$ cat config.mk
export PLATFORM = sky130hd
export DESIGN_NAME = stream_fifo_flat
export DESIGN_NICKNAME = d
export VERILOG_FILES = /design/src/rtl/stream_fifo_if.sv /design/src/rtl/stream_fifo.sv /design/src/flat_wrapper.sv
export SDC_FILE = /design/constraint.sdc
export NUM_CORES = 1
export LEC_CHECK = 0
export BUFFER_PORTS_ARGS = -buffer_cell sky130_fd_sc_hd__buf_2
export CAP_MARGIN = 20
export CORE_MARGIN = 2
export CORE_UTILIZATION = 40
export CTS_BUF_LIST = sky130_fd_sc_hd__clkbuf_16
export DETAILED_ROUTE_END_ITERATION = 7
export PLACE_DENSITY = 0.53
export SYNTH_ARGS = -nofsm -noshare
export SYNTH_HDL_FRONTEND = slang
export SYNTH_SLANG_ARGS = --single-unit
$ cat constraint.sdc
create_clock -name clk -period 6.9 [get_ports clk]
set_input_delay 1.38 -clock clk [delete_from_list [all_inputs] [get_ports clk]]
set_output_delay 1.38 -clock clk [all_outputs]
set_load 0.005 [all_outputs]
$ cat src/rtl/stream_fifo_if.sv
// ----------------------------------------------------------------------------
// stream_fifo_if
// Handshake and status bundle between a producer/consumer pair and a
// stream_fifo instance.
//   master : the side that pushes/pops (drives flush, wr_en, data_in, rd_en)
//   slave  : the FIFO itself (drives data_out, full, empty, almost_full,
//            almost_empty, count, overflow, underflow)
// ----------------------------------------------------------------------------
interface stream_fifo_if #(
    parameter int WIDTH = 16,
    parameter int DEPTH = 16
);
    localparam int CW = $clog2(DEPTH) + 1;

    logic             flush;
    logic             wr_en;
    logic [WIDTH-1:0] data_in;
    logic             rd_en;
    logic [WIDTH-1:0] data_out;
    logic             full;
    logic             empty;
    logic             almost_full;
    logic             almost_empty;
    logic [CW-1:0]    count;
    logic             overflow;
    logic             underflow;

    modport master (
        output flush, wr_en, data_in, rd_en,
        input  data_out, full, empty, almost_full, almost_empty,
               count, overflow, underflow
    );

    modport slave (
        input  flush, wr_en, data_in, rd_en,
        output data_out, full, empty, almost_full, almost_empty,
               count, overflow, underflow
    );
endinterface

$ cat src/rtl/stream_fifo.sv
// ----------------------------------------------------------------------------
// stream_fifo
// Parametrised synchronous FIFO with occupancy count, programmable
// almost-full/almost-empty thresholds, sticky overflow/underflow flags,
// synchronous flush and a selectable first-word-fall-through read mode.
//
// Ports:
//   clk   : clock, all state changes on the rising edge
//   rstn  : asynchronous active-low reset
//   bus   : stream_fifo_if slave modport
//           inputs  flush, wr_en, data_in, rd_en
//           outputs data_out, full, empty, almost_full, almost_empty,
//                   count, overflow, underflow
// ----------------------------------------------------------------------------
module stream_fifo #(
    parameter int WIDTH    = 16,
    parameter int DEPTH    = 16,
    parameter int AF_LEVEL = DEPTH - 2,
    parameter int AE_LEVEL = 1,
    parameter int FWFT     = 0
) (
    input logic           clk,
    input logic           rstn,
    stream_fifo_if.slave  bus
);
    localparam int AW = $clog2(DEPTH);
    localparam int CW = AW + 1;

    logic [WIDTH-1:0] r_mem [DEPTH];
    logic [AW-1:0]    r_wrPtr;
    logic [AW-1:0]    r_rdPtr;
    logic [CW-1:0]    r_count;
    logic             r_overflow;
    logic             r_underflow;

    logic w_full;
    logic w_empty;
    logic w_rdAcc;
    logic w_wrAcc;
    logic w_doRd;
    logic w_doWr;

    // Status is decoded only from the registered count so that no request
    // input can reach a status output combinationally.
    assign w_full  = (r_count == CW'(DEPTH));
    assign w_empty = (r_count == '0);

    // A write into a full FIFO is still accepted when a read frees a slot in
    // the same cycle; flush suppresses both transfers.
    assign w_rdAcc = bus.rd_en & ~w_empty;
    assign w_wrAcc = bus.wr_en & (~w_full | w_rdAcc);
    assign w_doRd  = w_rdAcc & ~bus.flush;
    assign w_doWr  = w_wrAcc & ~bus.flush;

    // Pointers, occupancy and sticky error flags.
    always_ff @(posedge clk or negedge rstn) begin
        if (!rstn) begin
            r_wrPtr     <= '0;
            r_rdPtr     <= '0;
            r_count     <= '0;
            r_overflow  <= 1'b0;
            r_underflow <= 1'b0;
        end else if (bus.flush) begin
            r_wrPtr     <= '0;
            r_rdPtr     <= '0;
            r_count     <= '0;
            r_overflow  <= 1'b0;
            r_underflow <= 1'b0;
        end else begin
            if (w_doWr) begin
                r_wrPtr <= r_wrPtr + AW'(1);
            end
            if (w_doRd) begin
                r_rdPtr <= r_rdPtr + AW'(1);
            end
            case ({w_doWr, w_doRd})
                2'b10:   r_count <= r_count + CW'(1);
                2'b01:   r_count <= r_count - CW'(1);
                default: r_count <= r_count;
            endcase
            if (bus.wr_en && !w_wrAcc) begin
                r_overflow <= 1'b1;
            end
            if (bus.rd_en && !w_rdAcc) begin
                r_underflow <= 1'b1;
            end
        end
    end

    // Storage array; contents are intentionally left unreset.
    always_ff @(posedge clk) begin
        if (w_doWr) begin
            r_mem[r_wrPtr] <= bus.data_in;
        end
    end

    // Read data path: either the head word shown continuously, or a register
    // loaded with the head word on each accepted pop.
    generate
        if (FWFT != 0) begin : g_fwft
            assign bus.data_out = r_mem[r_rdPtr];
        end else begin : g_registered
            logic [WIDTH-1:0] r_dataOut;

            always_ff @(posedge clk or negedge rstn) begin
                if (!rstn) begin
                    r_dataOut <= '0;
                end else if (w_doRd) begin
                    r_dataOut <= r_mem[r_rdPtr];
                end
            end

            assign bus.data_out = r_dataOut;
        end
    endgenerate

    assign bus.full         = w_full;
    assign bus.empty        = w_empty;
    assign bus.almost_full  = (r_count >= CW'(AF_LEVEL));
    assign bus.almost_empty = (r_count <= CW'(AE_LEVEL));
    assign bus.count        = r_count;
    assign bus.overflow     = r_overflow;
    assign bus.underflow    = r_underflow;

endmodule
$ cat src/flat_wrapper.sv
// flat-port wrapper written by rule: the top's interface ports become plain ports
module stream_fifo_flat 
#(
    parameter int WIDTH    = 16,
    parameter int DEPTH    = 16,
    parameter int AF_LEVEL = DEPTH - 2,
    parameter int AE_LEVEL = 1,
    parameter int FWFT     = 0
)
  (clk, rstn, bus_flush, bus_wr_en, bus_data_in, bus_rd_en, bus_data_out, bus_full, bus_empty, bus_almost_full, bus_almost_empty, bus_count, bus_overflow, bus_underflow);
  stream_fifo_if #(.WIDTH(WIDTH), .DEPTH(DEPTH)) bus_i ();
  input logic clk;
  input logic rstn;
  input wire logic [$bits(bus_i.flush)-1:0] bus_flush;
  input wire logic [$bits(bus_i.wr_en)-1:0] bus_wr_en;
  input wire logic [$bits(bus_i.data_in)-1:0] bus_data_in;
  input wire logic [$bits(bus_i.rd_en)-1:0] bus_rd_en;
  output wire logic [$bits(bus_i.data_out)-1:0] bus_data_out;
  output wire logic [$bits(bus_i.full)-1:0] bus_full;
  output wire logic [$bits(bus_i.empty)-1:0] bus_empty;
  output wire logic [$bits(bus_i.almost_full)-1:0] bus_almost_full;
  output wire logic [$bits(bus_i.almost_empty)-1:0] bus_almost_empty;
  output wire logic [$bits(bus_i.count)-1:0] bus_count;
  output wire logic [$bits(bus_i.overflow)-1:0] bus_overflow;
  output wire logic [$bits(bus_i.underflow)-1:0] bus_underflow;
  assign bus_i.flush = bus_flush;
  assign bus_i.wr_en = bus_wr_en;
  assign bus_i.data_in = bus_data_in;
  assign bus_i.rd_en = bus_rd_en;
  assign bus_data_out = bus_i.data_out;
  assign bus_full = bus_i.full;
  assign bus_empty = bus_i.empty;
  assign bus_almost_full = bus_i.almost_full;
  assign bus_almost_empty = bus_i.almost_empty;
  assign bus_count = bus_i.count;
  assign bus_overflow = bus_i.overflow;
  assign bus_underflow = bus_i.underflow;
  stream_fifo #(.WIDTH(WIDTH), .DEPTH(DEPTH), .AF_LEVEL(AF_LEVEL), .AE_LEVEL(AE_LEVEL), .FWFT(FWFT)) u_core (.clk(clk), .rstn(rstn), .bus(bus_i));
endmodule
Word-level counts from Yosys, hierarchy flattened
Memories as Yosys holds them, arrays and structs flattened. A register that Yosys moved wholly into a read port is not among the register bits.
Index checks and enable logic that the tools add are counted.
Operators by class
  add/sub/neg operators: 4
  mux-type cells: 12
  reduce and logical (&&, ||, !) cells: 11
  order comparisons: 2
  eq/ne operators: 3
  bitwise logic cells: 8
Operator list (number)
  $mux 4: 4
  $pmux 5 s2: 1
  $add 4x1->4 const B: 2
  $reduce_bool 2->1: 4
  $mux 1: 6
  $add 5x1->5 const B: 1
  $eq 5x5->1 const B: 1
  $ge 5x4->1 const B: 1
  $le 5x1->1 const B: 1
  $logic_not 5->1: 1
  $mux 5: 1
  $sub 5x1->5 const B: 1
  $and 1x1->1: 4
  $logic_not 1->1: 3
  $not 1->1: 3
  $reduce_bool 3->1: 1
  $eq 2x1->1 const B: 1
  $eq 2x2->1 const B: 1
  $logic_and 1x1->1: 2
  $or 1x1->1: 1
Word-level totals
  output and inout bits: 27
  bits in registers: 15
  word-level logic and storage cells: 46
  memories kept: 1
  bits of input ports: 21
  bits in writable memories: 256
Memory list
  u_core.r_mem: depth 16, width 16, rd ports 1, clocked after Yosys merged registers in 1, wr ports 1, RTL line stream_fifo.sv:29  | logic [WIDTH-1:0] r_mem [DEPTH];

Logic depth before layout (Yosys ltp)
  depth in word-level cells: 9
  depth in mapped cells: 10
  mapped depth without buffers: 7

Worst setup path after synthesis
No wires, ideal clock.
  kind: input port to flip-flop
  from: input bus_rd_en
  to: memory u_core.r_mem[0][0] (enable)
  data required time: 6.491 ns
  path slack: 3.153 ns
  stages: 5
  arrival time: 3.338 ns
  setup time: 0.409 ns
  path buffers: 1
  path through: buf_2 inv_2 a211oi_1 nand2_1 nor3_1
On the way
  cells in the longest elaborated chain, start to end: 6
RTL lines
  start, declared: RTL line flat_wrapper.sv:17  | input wire logic [$bits(bus_i.rd_en)-1:0] bus_rd_en;
  $and 1x1->1: RTL line stream_fifo.sv:50  | assign w_rdAcc = bus.rd_en & ~w_empty;
  $or 1x1->1: RTL line stream_fifo.sv:51  | assign w_wrAcc = bus.wr_en & (~w_full | w_rdAcc);
  $and 1x1->1: RTL line stream_fifo.sv:51
  $and 1x1->1: RTL line stream_fifo.sv:53  | assign w_doWr = w_wrAcc & ~bus.flush;
  $mux 1: RTL line stream_fifo.sv:92  | if (w_doWr) begin
  $mux 1 (implied by the code): RTL line stream_fifo.sv:93  | r_mem[r_wrPtr] <= bus.data_in;
  end, declared: RTL line stream_fifo.sv:29
Every way passes these cells.

Worst setup path in the final report
  from: register u_core.r_count[1], in the netlist u_core.bus.count[1]
  to: output bus_empty
On the way
  cells in the longest elaborated chain, start to end: 1
RTL lines
  start, declared: RTL line stream_fifo.sv:32  | logic [CW-1:0] r_count;
  start signal, assigned: RTL line stream_fifo.sv:77  | 2'b10: r_count <= r_count + CW'(1);
  start signal, assigned: RTL line stream_fifo.sv:78  | 2'b01: r_count <= r_count - CW'(1);
  start signal, assigned: RTL line stream_fifo.sv:79  | default: r_count <= r_count;
  $logic_not 5->1: RTL line stream_fifo.sv:46  | assign w_empty = (r_count == '0);
  end, declared: RTL line flat_wrapper.sv:20  | output wire logic [$bits(bus_i.empty)-1:0] bus_empty;
Every way passes these cells.

==> results.cfg <==
[run_status]
status = finished, final reports clean

[worst_setup_path]
critical_path_class = flip-flop to output port
cp-start-kind = flip-flop
cp_max_fo = 8
cp.required_ps = 5520
crit_buf_inv = 3
worstPathArrival_ps = 2210
path_delay_family = simple AND/OR/NAND/NOR gates
crit_path_end_kind = output port
cpPeakStageDelay_ps = 570
path_cells = inv_1, ha_1, or4b_4, clkinv_8, buf_2
slowest_stage = or4b_4

[floorplan]
rows = 61
boundaryPins = 48
dieHeight_um = 172.9
fp.dieW_um = 172.9
start_util = 0.4084
dieArea_um2 = 29890
core_area_um2 = 27930

[logic_synthesis]
synthArstFlopShare = 0.1080
synth_area_leader_cell = edfxtp_1
synth-seq-area-share = 0.7417
synth_cell_types = 44
synth_top_cell_area_share = 0.6738
yosys_most_used_dff = edfxtp_1
ys.warnings.count = 0
synthTopCellsByCount = edfxtp_1 (256), mux2i_1 (65), a22oi_1 (46), nand3_1 (37), mux4_2 (32)
synth_cells = 630
synth_enable_flop_cells = 256
syn-num-nets = 661
yosysMostFrequentCell = edfxtp_1
syn_area_um2 = 11410
ys_ff_latch = 287
avgSynthCellArea_um2 = 18.11
yosys-top-cells-area = edfxtp_1 (67%), dfrtp_1 (6.8%), mux4_2 (6.3%), mux2i_1 (5.7%), a22oi_1 (3.0%)

[timing]
fmax_ghz = 0.2788
finalHoldViolations = 0
layout_min_cycle_time_ps = 3587
fin_tns_setup_ps = 0
hold_ws_ps = 502.1
final_max_slew_viol_count = 0
slew_headroom = 0.2564
final_min_period_over_clock_period = 0.5199
setup_viol = 0
rsz0062_at_grt = false
fin_skew_ps = 13.51
worstMarginPinSlew_ps = 1115

[clock_tree]
cts-resized-gates = 0
cts_buffers = 29
cts_sinks = 287
cts.path.max_buffers = 3
insertion_delay_ps = 530
clk_pin_slew_ps = 60
cts_root_buffer = clkbuf_16
cts_tree = done
postCtsSetupRepairBufs = 0
hold_buffers = 0
htree_levels = 1

[pwr]
clkPwrFrac = 0.344
leakage_uw = 0.004277
pwr-share-seq = 0.489
pwr-share-comb = 0.167
p_total_uw = 4211
p_switching_uw = 1106
vdd_drop_max_v = 0.0001552
p_int_uw = 3105
p_per_area_nw_per_um2 = 324.2
netSwitchingFraction = 0.2625

[final_layout]
num_antenna_cells = 0
fillerInstances = 2465
syn_to_final_growth_pct = 13.85
nets = 725
final_cell_area_um2 = 12990
drive_gt1_frac = 0.2182
layoutNonFillerInstCount = 1093

[drt]
drtPass1Iterations = 4
drt-initial-drc-count = 421
antenna_left = 0
dr_total_vias = 5904
finalWirelength_mm = 25.33
route.detailed.drc = 0
routedWlPerCell_um = 23.18
vias_per_cell = 5.402

[grt]
overflow = 0
grt_max_degree = 65
grt_pass1_vias = 6075
grt_usage = 0.1694
grt_pass1_wl_mm = 38.47
antenna_found_initial = 1

[place]
numPlacedInstances = 1040
place.gp.congestion = 0.7588
dpl_cell_area_um2 = 12100
port_buffers = 47
place_hpwl_mm = 15.46

[worst_hold_path]
min_path_type = flip-flop to flip-flop

[run]
drv_cap = 0
[path summary, 6_finish.rpt]
kind / start / endpoint / slack (ps) / cells after the start
max reg2reg: u_core.bus.count[0] / u_core.r_mem[2][12] / 4100 / 8
min: u_core.bus.underflow / u_core.bus.underflow / 500 / 2
max: u_core.bus.count[1] / bus_empty / 3310 / 5
min reg2reg: u_core.bus.underflow / u_core.bus.underflow / 500 / 2
min in group asynchronous: rstn / u_core.bus.count[1] / 900 / 1
max in group asynchronous: rstn / u_core.r_rdPtr[1] / 5420 / 1
[state kept, by name, summed over array words and instances, names as in the netlist]
| name | flops |
|---|---|
| u_core.bus.count | 5 |
| u_core.bus.data_out | 16 |
| u_core.bus.overflow | 1 |
| u_core.bus.underflow | 1 |
| u_core.r_mem | 256 |
| u_core.r_rdPtr | 4 |
| u_core.r_wrPtr | 4 |
[power by group through the flow]
stage / clock (µW) / sequential, µW / combinational, µW
6_report: 1450 / 2060 / 704
5_1_grt: 1540 / 2070 / 776
4_1_cts: 1480 / 2060 / 719
3_5_place_dp: 0 / 2100 / 718
3_3_place_gp: 0 / 2090 / 710
2_1_floorplan: 0 / 2050 / 518
[cells in the final DEF, fill, tap and decap left out, types with 5 or more instances in the layout]
master	instances
a21oi_1	6
a22oi_1	46
buf_2	47
buf_4	19
clkbuf_16	29
clkinv_1	8
clkinv_2	6
dfrtp_1	29
edfxtp_1	256
ha_1	10
inv_1	12
mux2i_1	65
mux4_2	32
nand2_1	23
nand2b_1	5
nand3_1	37
nor2_1	25
[final cells by class]
| type | count | area, µm² | share of cell area |
|---|---|---|---|
| multi-input cells | 300 | 2730 | 0.2102 |
| repair buffers | 68 | 400.4 | 0.03082 |
| well taps | 378 | 473.0 | 0.03641 |
| inverters | 8 | 42.54 | 0.003275 |
| clock inverters | 23 | 150.1 | 0.01156 |
| clock buffers | 29 | 725.7 | 0.05587 |
| flip-flops and latches | 287 | 8468 | 0.6519 |
[through the flow]
stage	worst slack [ps]	util
2_1_floorplan	3153	-
3_3_place_gp	3474	0.4329
3_5_place_dp	3495	0.4333
4_1_cts	3298	0.4646
5_1_grt	3227	0.4650
6_report	3313	0.4650
[layer usage]
layer | routed length, µm | global-route usage | part of all wire | vias up
met3 | 1065 | 0.02023 | 0.042 | 53
met4 | 924 | 0.06250 | 0.036 | 0
li1 | - | - | - | 2635
met5 | 0 | 0 | 0 | -
met1 | 11950 | 0.2525 | 0.47 | 3061
met2 | 11390 | 0.2575 | 0.45 | 155
[worst min-delay path, delay by kind of cell, from the launching register on]
family / cells / cell delay (ps)
compound gates: 1 / 40
flops: 1 / 350
simple gates: 1 / 80
[cell families (layout without fill, tap and decap cells)]
family	Yosys count	after routing	share of synthesized area
and+or+nand+nor	119	119	0.05604
buffers and inverters	43	128	0.02116
adders and majority gates	10	10	0.01097
muxes	98	98	0.1212
DFF	287	287	0.7417
xor gates and xnor gates	6	6	0.004607
AOI/OAI and AO/OA	67	67	0.04430
(Power assumes the default switching activity.)
